## config.mk

```make
export PLATFORM = sky130hd
export DESIGN_NAME = crc_stream_encoder
export DESIGN_NICKNAME = d
export VERILOG_FILES = /design/src/rtl/crc_pkg.sv /design/src/rtl/crc_update.sv /design/src/rtl/crc_stream_encoder.sv
export SDC_FILE = /design/constraint.sdc
export NUM_CORES = 1
export LEC_CHECK = 0
export CORE_ASPECT_RATIO = 1.75
export CORE_UTILIZATION = 50
export DETAILED_ROUTE_END_ITERATION = 8
export HOLD_SLACK_MARGIN = 0.06
export PLACE_DENSITY = 0.72
export SLEW_MARGIN = 10
export SYNTH_ARGS = -nofsm -noshare
export SYNTH_HDL_FRONTEND = slang
export SYNTH_SLANG_ARGS = --single-unit
```

## constraint.sdc

```tcl
create_clock -name clk -period 1.6 [get_ports clk]
set_input_delay 0.32 -clock clk [delete_from_list [all_inputs] [get_ports clk]]
set_output_delay 0.32 -clock clk [all_outputs]
set_load 0.1 [all_outputs]
```

## src/rtl/crc_pkg.sv

```systemverilog
// Shared types and constants for the streaming CRC encoder and its companion checker.
package crc_pkg;

    typedef enum logic {
        ST_DATA,
        ST_APPEND
    } state_t;

    localparam logic [15:0] CRC16_CCITT_POLY = 16'h1021;
    localparam logic [31:0] CRC32_POLY       = 32'h04C11DB7;

    // A CRC must be emitted as a whole number of beats.
    function automatic bit crc_cfg_ok(input int unsigned crc_w, input int unsigned data_w);
        return (data_w != 0) && (crc_w >= 3) && ((crc_w % data_w) == 0);
    endfunction

endpackage

```

## src/rtl/crc_update.sv

```systemverilog
// One-beat CRC update: DATA_W bits folded in MSB first, fully unrolled.
module crc_update
    import crc_pkg::*;
#(
    parameter int unsigned      DATA_W = 8,
    parameter int unsigned      CRC_W  = 16,
    parameter logic [CRC_W-1:0] POLY   = CRC_W'(CRC16_CCITT_POLY)
) (
    input  logic [CRC_W-1:0]  crc,
    input  logic [DATA_W-1:0] data,
    output logic [CRC_W-1:0]  crc_next_c
);

    always_comb begin
        logic [CRC_W-1:0] acc;
        logic             fb;
        acc = crc;
        fb  = 1'b0;
        for (int i = int'(DATA_W) - 1; i >= 0; i--) begin
            fb  = acc[CRC_W-1] ^ data[i];
            acc = {acc[CRC_W-2:0], 1'b0} ^ (fb ? POLY : '0);
        end
        crc_next_c = acc;
    end

endmodule

```

## src/rtl/crc_stream_encoder.sv

```systemverilog
// Pass-through packet stream that appends the packet CRC as trailing beats.
module crc_stream_encoder
    import crc_pkg::*;
#(
    parameter int unsigned      DATA_W  = 8,
    parameter int unsigned      CRC_W   = 16,
    parameter logic [CRC_W-1:0] POLY    = CRC_W'(CRC16_CCITT_POLY),
    parameter logic [CRC_W-1:0] INIT    = '1,
    parameter logic [CRC_W-1:0] XOR_OUT = '0
) (
    input  logic              clk,
    input  logic              reset_n,
    input  logic              s_valid,
    output logic              s_ready,
    input  logic [DATA_W-1:0] s_data,
    input  logic              s_last,
    output logic              m_valid,
    input  logic              m_ready,
    output logic [DATA_W-1:0] m_data,
    output logic              m_last,
    output logic              m_is_crc
);

    localparam int unsigned CRC_BEATS = CRC_W / DATA_W;
    localparam int unsigned CNT_W     = (CRC_BEATS > 1) ? $clog2(CRC_BEATS) : 1;

    if (!crc_cfg_ok(CRC_W, DATA_W)) begin : g_bad_cfg
        $error("crc_stream_encoder: CRC_W must be >= 3 and a multiple of DATA_W");
    end

    state_t             state;
    logic [CRC_W-1:0]   crc;
    logic [CRC_W-1:0]   crc_next_c;
    logic [CRC_W-1:0]   sreg;
    logic [CNT_W-1:0]   cnt;
    logic               slot_free_c;
    logic               in_xfer_c;

    crc_update #(
        .DATA_W (DATA_W),
        .CRC_W  (CRC_W),
        .POLY   (POLY)
    ) u_update (
        .crc        (crc),
        .data       (s_data),
        .crc_next_c (crc_next_c)
    );

    // Output slot can be (re)loaded when empty or being drained this cycle.
    assign slot_free_c = !m_valid || m_ready;
    assign s_ready     = (state == ST_DATA) && slot_free_c;
    assign in_xfer_c   = s_valid && s_ready;

    always_ff @(posedge clk or negedge reset_n) begin
        if (!reset_n) begin
            state    <= ST_DATA;
            crc      <= INIT;
            sreg     <= '0;
            cnt      <= '0;
            m_valid  <= 1'b0;
            m_data   <= '0;
            m_last   <= 1'b0;
            m_is_crc <= 1'b0;
        end else begin
            case (state)
                ST_DATA: begin
                    if (in_xfer_c) begin
                        m_data   <= s_data;
                        m_valid  <= 1'b1;
                        m_last   <= 1'b0;
                        m_is_crc <= 1'b0;
                        crc      <= crc_next_c;
                        if (s_last) begin
                            sreg  <= crc_next_c ^ XOR_OUT;
                            cnt   <= CNT_W'(CRC_BEATS - 1);
                            state <= ST_APPEND;
                        end
                    end else if (m_ready) begin
                        m_valid <= 1'b0;
                    end
                end
                ST_APPEND: begin
                    // CRC leaves MSB first, one beat per free slot.
                    if (slot_free_c) begin
                        m_data   <= sreg[CRC_W-1 -: DATA_W];
                        m_valid  <= 1'b1;
                        m_is_crc <= 1'b1;
                        m_last   <= (cnt == '0);
                        sreg     <= sreg << DATA_W;
                        if (cnt == '0) begin
                            state <= ST_DATA;
                            crc   <= INIT;
                        end else begin
                            cnt <= cnt - CNT_W'(1);
                        end
                    end
                end
                default: state <= ST_DATA;
            endcase
        end
    end

endmodule

```

-- Word level (Yosys, flattened, before mapping)
Index checks and enable logic that the tools add are counted.
- register bits: 45
- latch bits: 0
- memory bits (writable): 0
- bits in read-only memories: 0
- input port bits: 13
- output and inout bits: 12
- word-level logic and storage cells: 77
- memories: 0
- $add $sub $neg: 1
- $mul: 0
- divide/modulo/power cells: 0
- $lt $le $gt $ge: 0
- eq/ne operators: 5
- shift-type cells: 0
- muxes and demuxes: 37
- bitwise operators: 18
- reduce and logical (&&, ||, !) cells: 8
- operators by type and width (cell ; number):
    16-bit bitwise XOR ; 8
    13-bit two-way mux ; 8
    16-bit two-way mux ; 6
    16-bit one-hot mux with 2 select lines ; 2
    8-bit two-way mux ; 2
    8-bit one-hot mux with 2 select lines ; 1
    1-bit two-way mux ; 13
    1-bit one-hot mux with 2 select lines ; 5
    1-bit bitwise XOR ; 8
    2-bit != test, second input constant ; 3
    3-bit AND reduction ; 2
    2-bit AND reduction ; 2
    3-bit != test, second input constant ; 1
    1-bit logical AND ; 2
    2-bit by 1-bit != test with 1-bit output, second input constant ; 1
    1-bit inverter ; 2
    1-bit zero test ; 1
    1-bit logical OR ; 1
    1-bit subtractor, second input constant ; 1

-- Longest topological paths before layout
- word-level depth: 27
- mapped depth: 6
- depth with buffers taken out: 4

-- By module
Synthesis repeated with hierarchy kept, for this count alone.
- cells, all modules: 154
- area total of the unflattened synthesis: 2288.4 µm²
- modules (own cells, without submodules) (module ; times used ; cells an instance ; area an instance (µm²) ; seq. area each (µm²)):
    crc_stream_encoder ; 1 ; 129 ; 1900.6 ; 1146.1
    crc_update ; 1 ; 25 ; 387.9 ; 0.0

-- Worst setup path before layout
Ideal clock, no wire load.
- kind: flip-flop to output port
- from: reg m_valid
- to: out s_ready
- data arrival time: 2.386 ns
- data required time: 1.280 ns
- path slack: -1.106 ns
- stages on the path, launching flop included: 4
- path buffers: 1
- cell sequence: dfrtp_1 > nor2b_4 > buf_6 > nor2_1
- longest elaborated chain between the ends: 3
- ends and longest elaborated chain (what ; line ; text):
    from (decl) ; crc_stream_encoder.sv:17 ; output logic m_valid,
    from (signal assigned) ; crc_stream_encoder.sv:60 ; m_valid <= 1'b0;
    from (signal assigned) ; crc_stream_encoder.sv:69 ; m_valid <= 1'b1;
    from (signal assigned) ; crc_stream_encoder.sv:79 ; m_valid <= 1'b0;
    1-bit zero test ; crc_stream_encoder.sv:50 ; assign slot_free_c = !m_valid || m_ready;
    1-bit logical OR ; crc_stream_encoder.sv:50 ;
    1-bit logical AND ; crc_stream_encoder.sv:51 ; assign s_ready = (state == ST_DATA) && slot_free_c;
    to (decl) ; crc_stream_encoder.sv:14 ; output logic s_ready,
Every way passes these cells.

-- Worst setup path in the final report
- from: in m_ready
- to: out s_ready
- longest elaborated chain between the ends: 2
- ends and longest elaborated chain (what ; line ; text):
    from (decl) ; crc_stream_encoder.sv:18 ; input logic m_ready,
    1-bit logical OR ; crc_stream_encoder.sv:50 ;
    1-bit logical AND ; crc_stream_encoder.sv:51 ;
Every way passes these cells.

==> flow_summary_export.csv <==
group,metric,value,unit
critical_path,r2r-end,"crc[6]$_DFFE_PN1P_",
synth,synth_top_cell_by_area,"dfrtp_1",
synth,synth_simple_gate_area_share,10.2,%
critical_path,worstSetupStartpointType,"primary input",
synth,synth.yosys.seq_area_share,53.2,%
sta,relSlewSlack,60.1,%
critical_path,crit_path_max_fanout,4,
sta,fmax,610,MHz
sta,fin_skew,7.62,ps
critical_path,cp_cell_sequence,"clkdlybuf4s50_1 -> nor2b_4 -> buf_6 -> nor2_4 -> buf_12",
routing,ant_nets,0,
synth,synth_top_cell_area_share,33.7,%
synth,synth_warnings,0,
synth,synth-seq-cells,45,
routing,drt-initial-drc-count,40,
hold_path,hold_path_class,"reg -> reg",
synth,synth.distinct_cells,32,
critical_path,worst_path_max_delay_cell,"clkdlybuf4s50_1",
routing,drt_wl_total,4530,um
floorplanning,die_h,88.8,um
routing,drtPass1Iterations,4,
critical_path,r2r_start,"m_valid$_DFFE_PN0P_",
synth,synth-main-ff-cell,"dfrtp_1",
floorplanning,die-area,4580,um2
layout,nets,251,
routing,drc,0,
critical_path,crit_buf_inv,3,
critical_path,max_stage_delay,520,ps
critical_path,crit_path_end,"s_ready",
sta,hold_viol_final,0,
global_routing,grt_pass1_vias,1636,
sta,final.period_utilization,103,%
synth,synth_top_family_by_area,"compound AO/OA/AOI/OAI gates",
routing,vias,1551,
synth,synth_area,2150,um2
sta,final_critical_path_setup_slack,-40.6,ps
sta,drv_slew,0,
critical_path,crit_start,"m_ready",
critical_path,endpoint_kind,"output pin",
critical_path,cp_data_arrival_time,1320,ps
clocking,clock_sinks,45,
sta,setup_viol,1,
synth,avgSynthCellArea,11.4,um2
synth,synth_fa_ha_area_share,0,%
floorplanning,dieWidth,51.6,um
layout,drive_gt1_share,36.0,%
floorplanning,rows,31,
sta,fin_hold_ws,481,ps
synth,synth_nets,202,
critical_path,reg2regPathDepth,4,
synth,async_reset_ff_share,100,%
synth,syn_inst,189,
synth,yosys.area_share.xor_xnor,13.6,%
sta,worst_slew_pin_slew,596,ps
run_status,status,"finished with violations",
synth,synth_most_common_cell,"dfrtp_1",
global_routing,grt_start_max_net_pins,46,
job,max-cap-violations,0,
run_status,violations,"negative setup slack",
clocking,cts-root-buf,"clkbuf_8",
sta,rsz0062_at_grt,"yes",
placed_design,io_buffers,24,
layout,area_delta_synth_final,33.7,%
synth,synth_edf_count,0,
clocking,cts_tree,"done",
clocking,clk_latency,300,ps
floorplanning,pin_count,25,
routing,avgRoutedWirePerCell,15.7,um
critical_path,critPathKind,"in -> out",
sta,fin_crit,1640,ps
placed_design,dp_hpwl,3280,um
synth,synth_area_leaders,"dfrtp_1 34%, dfstp_2 20%, nor2_1 4.5%",
clocking,htreeDepth,2,
placed_design,finalWeightedCongestion,0.824,
clocking,clockBufferDepth,2,
synth,yosys-top-cells-count,"29 x dfrtp_1, 26 x nor2_1, 18 x a21oi_1",
global_routing,grt_pass1_wl,7670,um
critical_path,worst_path_dominant_cell_family,"buffers and inverters",
synth,muxShareOfSynthArea,5.29,%
critical_path,cp.required,1280,ps
clocking,clk_pin_slew_worst_paths,80,ps
critical_path,r2r_setup_slack,40,ps
critical_path,critical_path_depth,5,
clocking,cts_buffers,5,
global_routing,grt.total_usage,23.3,%
placed_design,dpl_worst_slack,-316,ps
global_routing,grt_overflow,0,
synth,synth-compound-area-share,15.0,%
floorplanning,start_util,51.9,%
global_routing,antenna_found_initial,0,
floorplanning,core,4150,um2
layout,n_antenna_cell,0,
routing,via_per_inst,5.39,
[per-stage QoR]
| step | util, % | instances | instance area (um2) | setup TNS [ps] |
|---|---|---|---|---|
| 6_report | 69.4 | 288 | 2880 | -40.6 |
| 5_1_grt | 69.4 | 288 | 2880 | -102 |
| 4_1_cts | 68.6 | 287 | 2850 | -89.5 |
| 3_5_place_dp | 65.8 | 275 | 2730 | -6760 |
| 3_3_place_gp | 65.8 | 275 | 2730 | -5700 |
| 2_1_floorplan | - | 189 | 2170 | -601 |
[repair_timing]
item	4_1_cts	5_1_grt
hold buffers	1	0
resized for setup	2	8
pin swaps	1	0
endpoints found under the setup margin	4	12
endpoints found under the hold margin	29	0
setup buffers	3	1
[logic make-up (layout without fill, tap and decap cells)]
family          Yosys count  count (layout)
mux                      11              11
buf+inv                   9              59
flops                    45              45
compound gates           50              50
xor+xnor                 24              24
simple gates             50              50
[layout by cell type, fill, tap and decap left out, types with 2 or more instances in the layout]
cell / count
buf_12: 15
or3_1: 3
nor2_2: 4
xor2_2: 2
xnor2_2: 5
nor3_2: 2
a21oi_1: 15
dfstp_2: 16
a22o_1: 5
clkdlybuf4s50_1: 11
nor2_1: 21
o22ai_1: 2
a22oi_1: 3
clkbuf_8: 5
xor2_1: 5
buf_4: 22
dfrtp_1: 27
o22a_1: 6
clkbuf_1: 2
a21oi_2: 4
nand2_1: 15
o21ai_1: 4
mux2i_1: 8
xnor2_1: 10
xor3_1: 2
o21ai_0: 9
mux2_2: 3
[state kept, by name (all words and copies together), names as in the netlist]
name,count
cnt,1
m_last,1
crc,16
state,1
m_valid,1
m_is_crc,1
sreg,16
m_data,8
[tightest hold or removal path: cells and delay by family, from the launching register on]
family,cells,cell delay [ps]
flops,1,350
simple gates,2,100
[worst min-delay path by stage]
stage,slack [ps],startpoint,to,cells after the start
6_report,480,sreg[0]$_DFFE_PN0P_,sreg[0]$_DFFE_PN0P_,2
5_1_grt,520,sreg[0]$_DFFE_PN0P_,sreg[0]$_DFFE_PN0P_,2
4_1_cts,490,sreg[0]$_DFFE_PN0P_,sreg[0]$_DFFE_PN0P_,2
3_5_place_dp,320,reset_n,m_valid$_DFFE_PN0P_,2
3_3_place_gp,310,reset_n,m_valid$_DFFE_PN0P_,2
2_1_floorplan,20,reset_n,cnt$_DFFE_PN0P_,0
[area by class of cell]
cell class	instances	area, um2
Clock inverter	1	5.00
Multi-Input combinational cell	135	983
Clock buffer	7	76.3
Timing Repair Buffer	51	602
Fill cell	294	1270
Tap cell	49	61.3
Sequential cell	45	1150
[routing by layer]
layer  share of wire (%)  up-vias  track usage (%)  wire, um
li1                    -      745                -         -
met2                  53       29             39.6      2400
met5                   0        -                0         0
met3                 2.9       11             4.81       132
met1                  42      766             28.1      1900
met4                 2.3        0             9.83       102
Power is left out: the tool's default activity adds up to more than one toggle a clock period on the data nets, which glitch-free logic cannot reach.
